--- config.mk ---
export PLATFORM = sky130hd
export DESIGN_NAME = ace_snoop_initiator
export DESIGN_NICKNAME = d
export VERILOG_FILES = /design/src/rtl/ace_snoop_initiator.sv
export SDC_FILE = /design/constraint.sdc
export NUM_CORES = 1
export LEC_CHECK = 0
export BUFFER_PORTS_ARGS = -buffer_cell sky130_fd_sc_hd__buf_2
export CAP_MARGIN = 20
export CORE_AREA = 10 10 298 300
export CTS_BUF_LIST = sky130_fd_sc_hd__clkbuf_16
export DETAILED_ROUTE_END_ITERATION = 6
export DIE_AREA = 0 0 308 310
export PLACE_DENSITY = 0.56
export SLEW_MARGIN = 30
export SYNTH_ARGS = -nofsm -noshare
export SYNTH_HDL_FRONTEND = slang
export SYNTH_SLANG_ARGS = --single-unit
--- constraint.sdc ---
create_clock -name ace_aclk -period 2 [get_ports ace_aclk]
set_input_delay 0.2 -clock ace_aclk [delete_from_list [all_inputs] [get_ports ace_aclk]]
set_output_delay 0.2 -clock ace_aclk [all_outputs]
set_load 0.1 [all_outputs]
--- src/rtl/ace_snoop_initiator.sv ---
// ace_snoop_initiator
//   Initiator end of the ACE snoop channels. It issues one AC snoop request,
//   then collects the CR response and any CD line data from the cache under
//   test. Results are held in registers for an AXI-Lite status block. Only
//   one snoop is in flight at a time.
// Ports
//   ace_aclk, ace_areset          clock, synchronous active-high reset
//   i_start, i_acaddr/snoop/prot  launch request and its AC payload
//   o_acvalid, o_acaddr/snoop/prot, i_acready    AC channel
//   i_crvalid, i_crresp, o_crready               CR channel
//   i_cdvalid, i_cddata, i_cdlast, o_cdready     CD channel
//   o_busy, o_done                transaction status
//   o_crresp, o_line, o_beats, o_latency, o_timeout, o_proto_err  results
module ace_snoop_initiator #(
    parameter int C_ACE_DATA_WIDTH = 128,
    parameter int C_ACE_ADDR_WIDTH = 44,
    parameter int C_LINE_BYTES     = 64,
    parameter int C_TIMEOUT        = 1023
) (
    input  logic                          ace_aclk,
    input  logic                          ace_areset,
    input  logic                          i_start,
    input  logic [C_ACE_ADDR_WIDTH-1:0]   i_acaddr,
    input  logic [3:0]                    i_acsnoop,
    input  logic [2:0]                    i_acprot,
    output logic                          o_acvalid,
    output logic [C_ACE_ADDR_WIDTH-1:0]   o_acaddr,
    output logic [3:0]                    o_acsnoop,
    output logic [2:0]                    o_acprot,
    input  logic                          i_acready,
    input  logic                          i_crvalid,
    input  logic [4:0]                    i_crresp,
    output logic                          o_crready,
    input  logic                          i_cdvalid,
    input  logic [C_ACE_DATA_WIDTH-1:0]   i_cddata,
    input  logic                          i_cdlast,
    output logic                          o_cdready,
    output logic                          o_busy,
    output logic                          o_done,
    output logic [4:0]                    o_crresp,
    output logic [C_LINE_BYTES*8-1:0]     o_line,
    output logic [7:0]                    o_beats,
    output logic [15:0]                   o_latency,
    output logic                          o_timeout,
    output logic                          o_proto_err
);

    localparam int LINE_W = C_LINE_BYTES * 8;
    localparam int BEATS  = LINE_W / C_ACE_DATA_WIDTH;
    localparam int TW     = $clog2(C_TIMEOUT + 1);

    localparam logic [1:0] S_IDLE = 2'd0;
    localparam logic [1:0] S_AC   = 2'd1;
    localparam logic [1:0] S_RESP = 2'd2;
    localparam logic [1:0] S_DONE = 2'd3;

    function automatic logic [15:0] sat_inc16(input logic [15:0] v);
        return (v == 16'hFFFF) ? v : v + 16'd1;
    endfunction

    function automatic logic [7:0] sat_inc8(input logic [7:0] v);
        return (v == 8'hFF) ? v : v + 8'd1;
    endfunction

    logic [1:0]                  state_q, state_d;
    logic                        acvalid_q, acvalid_d;
    logic [C_ACE_ADDR_WIDTH-1:0] acaddr_q, acaddr_d;
    logic [3:0]                  acsnoop_q, acsnoop_d;
    logic [2:0]                  acprot_q, acprot_d;
    logic                        crready_q, crready_d;
    logic                        cdready_q, cdready_d;
    logic                        busy_q, busy_d;
    logic                        done_q, done_d;
    logic [4:0]                  crresp_q, crresp_d;
    logic [LINE_W-1:0]           line_q, line_d;
    logic [7:0]                  beats_q, beats_d;
    logic [15:0]                 lat_q, lat_d;
    logic [TW-1:0]               tmo_q, tmo_d;
    logic                        timeout_q, timeout_d;
    logic                        perr_q, perr_d;
    logic                        cr_got_q, cr_got_d;
    logic                        cd_last_q, cd_last_d;

    logic cr_hs, cd_hs, cr_have, resp_dt, cd_last_have, beats_any, complete;

    // Readies are only ever high in RESP, so these are RESP-only events.
    assign cr_hs = i_crvalid & crready_q;
    assign cd_hs = i_cdvalid & cdready_q;

    // Completion looks at this cycle's handshakes as well as the captured
    // state, so a CR or final CD beat completes on the cycle it arrives.
    assign cr_have      = cr_got_q | cr_hs;
    assign resp_dt      = cr_got_q ? crresp_q[0] : i_crresp[0];
    assign cd_last_have = cd_last_q | (cd_hs & i_cdlast);
    assign beats_any    = (beats_q != 8'd0) | cd_hs;
    assign complete     = cr_have & (resp_dt ? cd_last_have
                                             : (!beats_any | cd_last_have));

    always_comb begin
        state_d   = state_q;
        acvalid_d = acvalid_q;
        acaddr_d  = acaddr_q;
        acsnoop_d = acsnoop_q;
        acprot_d  = acprot_q;
        crready_d = crready_q;
        cdready_d = cdready_q;
        busy_d    = busy_q;
        done_d    = 1'b0;
        crresp_d  = crresp_q;
        line_d    = line_q;
        beats_d   = beats_q;
        lat_d     = lat_q;
        tmo_d     = tmo_q;
        timeout_d = timeout_q;
        perr_d    = perr_q;
        cr_got_d  = cr_got_q;
        cd_last_d = cd_last_q;

        case (state_q)
            S_IDLE: begin
                if (i_start) begin
                    acaddr_d  = i_acaddr;
                    acsnoop_d = i_acsnoop;
                    acprot_d  = i_acprot;
                    crresp_d  = 5'd0;
                    line_d    = '0;
                    beats_d   = 8'd0;
                    lat_d     = 16'd0;
                    timeout_d = 1'b0;
                    perr_d    = 1'b0;
                    cr_got_d  = 1'b0;
                    cd_last_d = 1'b0;
                    acvalid_d = 1'b1;
                    busy_d    = 1'b1;
                    state_d   = S_AC;
                end
            end
            S_AC: begin
                if (i_acready) begin
                    acvalid_d = 1'b0;
                    crready_d = 1'b1;
                    cdready_d = 1'b1;
                    lat_d     = 16'd0;
                    tmo_d     = '0;
                    state_d   = S_RESP;
                end
            end
            S_RESP: begin
                lat_d = sat_inc16(lat_q);
                tmo_d = tmo_q + 1'b1;
                if (cr_hs) begin
                    crresp_d  = i_crresp;
                    cr_got_d  = 1'b1;
                    crready_d = 1'b0;
                end
                if (cd_hs) begin
                    beats_d = sat_inc8(beats_q);
                    for (int k = 0; k < BEATS; k++) begin
                        if (beats_q == 8'(k))
                            line_d[k*C_ACE_DATA_WIDTH +: C_ACE_DATA_WIDTH] = i_cddata;
                    end
                    // Overflow beats are dropped; a LAST that does not land on
                    // the final expected beat (or its absence there) is an error.
                    if (beats_q >= 8'(BEATS))
                        perr_d = 1'b1;
                    if (i_cdlast != (beats_q == 8'(BEATS - 1)))
                        perr_d = 1'b1;
                    if (i_cdlast) begin
                        cdready_d = 1'b0;
                        cd_last_d = 1'b1;
                    end
                end
                // Data beats against a response that promised no data.
                if (cr_have && !resp_dt && beats_any)
                    perr_d = 1'b1;
                if (complete) begin
                    crready_d = 1'b0;
                    cdready_d = 1'b0;
                    done_d    = 1'b1;
                    state_d   = S_DONE;
                end else if (tmo_q == TW'(C_TIMEOUT - 1)) begin
                    timeout_d = 1'b1;
                    crready_d = 1'b0;
                    cdready_d = 1'b0;
                    done_d    = 1'b1;
                    state_d   = S_DONE;
                end
            end
            default: begin
                busy_d  = 1'b0;
                state_d = S_IDLE;
            end
        endcase
    end

    always_ff @(posedge ace_aclk) begin
        if (ace_areset) begin
            state_q   <= S_IDLE;
            acvalid_q <= 1'b0;
            acaddr_q  <= '0;
            acsnoop_q <= 4'd0;
            acprot_q  <= 3'd0;
            crready_q <= 1'b0;
            cdready_q <= 1'b0;
            busy_q    <= 1'b0;
            done_q    <= 1'b0;
            crresp_q  <= 5'd0;
            line_q    <= '0;
            beats_q   <= 8'd0;
            lat_q     <= 16'd0;
            tmo_q     <= '0;
            timeout_q <= 1'b0;
            perr_q    <= 1'b0;
            cr_got_q  <= 1'b0;
            cd_last_q <= 1'b0;
        end else begin
            state_q   <= state_d;
            acvalid_q <= acvalid_d;
            acaddr_q  <= acaddr_d;
            acsnoop_q <= acsnoop_d;
            acprot_q  <= acprot_d;
            crready_q <= crready_d;
            cdready_q <= cdready_d;
            busy_q    <= busy_d;
            done_q    <= done_d;
            crresp_q  <= crresp_d;
            line_q    <= line_d;
            beats_q   <= beats_d;
            lat_q     <= lat_d;
            tmo_q     <= tmo_d;
            timeout_q <= timeout_d;
            perr_q    <= perr_d;
            cr_got_q  <= cr_got_d;
            cd_last_q <= cd_last_d;
        end
    end

    assign o_acvalid   = acvalid_q;
    assign o_acaddr    = acaddr_q;
    assign o_acsnoop   = acsnoop_q;
    assign o_acprot    = acprot_q;
    assign o_crready   = crready_q;
    assign o_cdready   = cdready_q;
    assign o_busy      = busy_q;
    assign o_done      = done_q;
    assign o_crresp    = crresp_q;
    assign o_line      = line_q;
    assign o_beats     = beats_q;
    assign o_latency   = lat_q;
    assign o_timeout   = timeout_q;
    assign o_proto_err = perr_q;

endmodule

======== After elaboration in Yosys (flattened, before gate mapping) ========
Cells that the tools add are included.
W data, S select, Z words.
word-level totals
  register bits ........................... 613
  bits of input ports ..................... 191
  output and inout port bits .............. 599
  word-level logic and storage cells ...... 150
operators by class
  add/sub/neg operators ................... 3
  magnitude comparators ................... 1
  equal/unequal tests ..................... 28
  mux-type cells .......................... 57
  bitwise gates (word level) .............. 10
  reduce and logical (&&, ||, !) cells .... 30
operators by type and width
  cell                     count
  $mux W512                2
  $pmux W512 S2            1
  $mux W128                4
  $mux W16                 3
  $pmux W16 S3             1
  $reduce_and A4 Y1        10
  $ne A2 B2 Y1 const B     13
  $mux W1                  24
  $mux W8                  3
  $pmux W10 S2             1
  $add A16 B1 Y16 const B  1
  $eq A16 B16 Y1 const B   1
  $eq A8 B2 Y1 const B     2
  $ne A4 B4 Y1 const B     4
  $pmux W1 S2              8
  $pmux W8 S2              1
  $reduce_and A3 Y1        4
  $add A10 B1 Y10 const B  1
  $eq A10 B10 Y1 const B   1
  $mux W10                 1
  $mux W5                  2
  $pmux W5 S2              1
  $add A8 B1 Y8 const B    1
  $eq A8 B1 Y1 const B     1
  20 further kinds         38

======== Logic depth before layout (Yosys ltp) ========
  depth after elaboration ................. 8
  gate-level depth with buffers ........... 10
  mapped depth without buffers ............ 7

======== Worst setup path before layout ========
Ideal clock, no wire load.
  kind .................................... flip-flop to flip-flop
  start point ............................. register lat_q[2], in the netlist o_latency[2]
  end point ............................... register lat_q[7], in the netlist o_latency[7]
  setup time .............................. 71 ps
  data arrival time ....................... 2,293 ps
  required time ........................... 1,929 ps
  path slack .............................. -364 ps
  cell stages (with the launch flop) ...... 6
  path buffers ............................ 0
  clock period less this slack ............ 2,364 ps
  cells stage by stage .................... dfxtp_1 > and3_1 > and3_1 > nand3_1 > or4_1 > a21oi_1
between the ends
  longest elaborated chain between the ends .. 3
  elaborated cells on any way between the ends .. 6
  classes of those cells .................. add/sub (1); eq/ne (2); mux (2); reduce/logical (1)
ends and longest elaborated chain
  what                                                      RTL line  source
  start: declaration                                        77        logic [15:0] lat_q, lat_d;
  start signal: assignment                                  229       lat_q <= lat_d;
  $add A16 B1 Y16 / $eq A16 B16 Y1 (equally long branches)  58        return (v == 16'hFFFF) ? v : v + 16'd1;
  $mux W16 / $ne A2 B2 Y1 (equally long branches)           --
  $pmux W16 S3 / $reduce_and A4 Y1 (equally long branches)  --
Parallel ways exist; a longest one is shown, timed or not. The select of a mux whose other input is x is not followed.
A chain may end at the register's enable or synchronous reset.

======== Worst setup path in the final report ========
  start point ............................. register state_q[1]
  end point ............................... register line_q[345], in the netlist o_line[345]
between the ends
  longest elaborated chain between the ends .. 3
  elaborated cells on any way between the ends .. 8
  classes of those cells .................. eq/ne (4); mux (1); reduce/logical (3)
ends and longest elaborated chain
  what                                                                 RTL line  source
  start: declaration                                                   65        logic [1:0] state_q, state_d;
  start signal: assignment                                             217       state_q <= state_d;
  $eq A2 B2 Y1 / $logic_not A2 Y1 (equally long branches)              119       case (state_q)
  $ne A2 B2 Y1 (no line) / $reduce_bool A2 Y1 (equally long branches)  --
  $reduce_and A4 Y1 (no line)                                          --
  end signal: assignment                                               227       line_q <= line_d;
  end: declaration                                                     75        logic [LINE_W-1:0] line_q, line_d;
Parallel ways exist; a longest one is shown, timed or not.

==> results_dict.tcl <==
set metrics [dict create \
    status "complete, but fails checks" \
    violations "setup timing" \
    power_leakage_nw 14.7 \
    r2r_start "state_q[1]" \
    overflow 0 \
    whs_ns 0.114 \
    slew_viol_final 0 \
    pre_cts_ws_ns -0.105 \
    yosys_register_bits 613 \
    clk_transition_reported_paths_ns 0.06 \
    ir_drop_mv 0.735 \
    r2r_setup_slack_ns -0.06 \
    finClkSkew_ns 0.0358 \
    via_count 18812 \
    avgSynthCellArea_um2 11.8 \
    drive_gt1_frac 0.402 \
    ys_seq_area_frac 0.613 \
    synth_edf_count 0 \
    rr_endpoint "o_line[345]" \
    grt_max_degree 70 \
    finalNonFillerCells 3939 \
    dieArea_mm2 0.0955 \
    wl_per_cell_um 23.8 \
    async_flop_share 0 \
    yosysWarnings 0 \
    power.total_mw 32.8 \
    arrival_ns 2.54 \
    grt_pass1_wl_um 122000 \
    antenna_found_initial 4 \
    placed_area_mm2 0.0259 \
    netlist_instances 1691 \
    tritoncts "yes" \
    cts_max_level 3 \
    worst_pin_slew_ns 0.756 \
    core_area_mm2 0.0829 \
    design_area_mm2 0.0316 \
    first_global_vias 18255 \
    root_buffer "clkbuf_16" \
    num-nets-final 3007 \
    cts.sinks 613 \
    power-per-cell-area_mw_per_mm2 1040 \
    num_rows 106 \
    port_buffers 789 \
    wl_um 93900 \
    syn_nets 1893 \
    startpoint_type "flop" \
    first_pass_iters 5 \
    hold_viol 0 \
    synth_cell_type_count 50 \
    relSlewSlack 0.496 \
    ys_top_cells_by_area "dfxtp_1, a22o_1, buf_6, nand2_1, a21oi_1" \
    ff2ff_path_depth 9 \
    fmaxAchievable_mhz 485 \
    min_period_over_period 1.03 \
    synth_area_mm2 0.0200 \
    maxCapViolations 0 \
    cp.required_ns 2.48 \
    drt_iter0_drc 1276 \
    die_h_um 310 \
    hold_depth 4 \
    final_common_cell "buf_2" \
    final_cell_mix "buf_2, dfxtp_1, a22o_1" \
    setup_ws_ns -0.0626 \
    worstHoldPathType "input port to flop" \
    globalplace.congestion 0.797 \
    setup.worst_path.class "flop to flop" \
    clk_latency_ns 0.61 \
    drc 0 \
    fill_cells 8075 \
    endpoint_kind "flop" \
    dieWidth_um 308 \
    synthFlopType "dfxtp_1" \
    crit_fanout 8 \
    rsz0062_at_grt "yes" \
    clock_path_buffers 3 \
    initial_utilization 0.241 \
    place_inst 3559 \
    vias_per_cell 4.78 \
    ioPinCount 790 \
    dpl.hpwl_um 60000 \
    synth_top_area_share 0.613 \
    finalCriticalPeriod_ns 2.06 \
    drtAntennaViolNets 0 \
    setup_viol 392 \
    syn_to_final_growth_pct 57.7 \
    hp-start "i_start" \
    synth.largest_area_cell "dfxtp_1" \
    whs_endpoint "o_busy" \
    numCtsBuffers 69 \
    track_usage 0.166 \
]
-- logic make-up (layout without fill, tap and decap cells) --
group                    Yosys count  count (layout)  share of synthesized area
flip-flops                       613             613                      0.613
XOR/XNOR                          15              15                    0.00657
adder cells (fa/ha/maj)           11              11                    0.00688
buffers and inverters            149            1316                     0.0505
AO/OA/AOI/OAI                    640             640                      0.260
AND/OR/NAND/NOR                  254             254                     0.0583
multiplexers                       9               9                    0.00475
other                              0               1                          0
-- where the power goes --
part	switching, mW	total, mW	internal, mW	leakage (nW)
combinational	4.93	7.85	2.93	8.67
sequential	0.158	12.6	12.5	4.96
clock	5.34	12.4	7.03	1.11
total	10.4	32.8	22.4	14.7
-- worst max-delay path by stage --
| stage | startpoint | to | slack, ns | depth (start not counted) |
|---|---|---|---|---|
| after floorplan | state_q[0] | o_line[391] | -0.08 | 10 |
| final | state_q[1] | o_line[345] | -0.06 | 9 |
| after global routing | state_q[1] | o_line[352] | -0.12 | 10 |
| after global placement | o_beats[7] | o_line[334] | -0.10 | 7 |
| after CTS | state_q[1] | o_line[332] | -0.08 | 9 |
| after detailed placement | o_beats[7] | o_line[313] | -0.11 | 7 |
-- per-stage QoR --
stage / util / TNS [ns]
detailed placement: 0.313 / -15.57
floorplan: - / -30.84
CTS: 0.365 / -12.69
global placement: 0.313 / -14.06
finish: 0.381 / -10.09
global route: 0.381 / -39.05
-- flip-flops by register name, summed over array words and instances, names as in the netlist, 2 cells and up --
name / count
o_acsnoop: 4
o_acprot: 3
tmo_q: 10
o_acaddr: 44
o_beats: 8
state_q: 2
o_latency: 16
o_crresp: 5
o_line: 512
-- cell type report --
cell class | instances | area [µm²] | area share
flip-flops and latches | 613 | 12300 | 0.390
repair buffers | 1183 | 8770 | 0.278
multi-input cells | 929 | 6890 | 0.218
clock buffers | 71 | 1780 | 0.0563
well taps | 1080 | 1350 | 0.0428
clock inverters | 53 | 415 | 0.0132
inverters | 9 | 36.3 | 0.00115
diodes | 1 | 2.50 | 0.0000793
-- routing by layer --
metal	vias up	routed length (µm)	GRT usage
met5	-	13	0
met4	2	2920	0.0570
met3	148	8630	0.0506
met2	985	44300	0.280
met1	9085	38000	0.198
li1	8592	-	-
-- critical path, stage by stage, from the launching register on --
cell and delay [ns]:
dfxtp_4 0.35, inv_4 0.07, ha_4 0.15, mux2_4 0.31
and4_4 0.15, and3_4 0.16, and2_4 0.19, buf_12 0.17
clkbuf_16 0.19, a22o_1 0.21
-- Yosys cell counts (10+ instances only) --
cell / count
buf_6: 57
buf_2: 18
o21ai_0: 13
ha_1: 11
nand3_1: 16
nor3_1: 11
a22o_1: 512
buf_1: 12
nand2_1: 139
nor2_1: 35
dfxtp_1: 613
a21oi_1: 88
xnor2_1: 10
clkbuf_1: 53
-- what timing repair did --
action,CTS,global route
setup endpoints to repair,456,524
setup buffers,4,17
gates resized for setup,14,55
pin swaps,44,170
endpoints found under the hold margin,569,1
gates cloned,4,41
hold buffers,188,1
(Power assumes the default switching activity.)
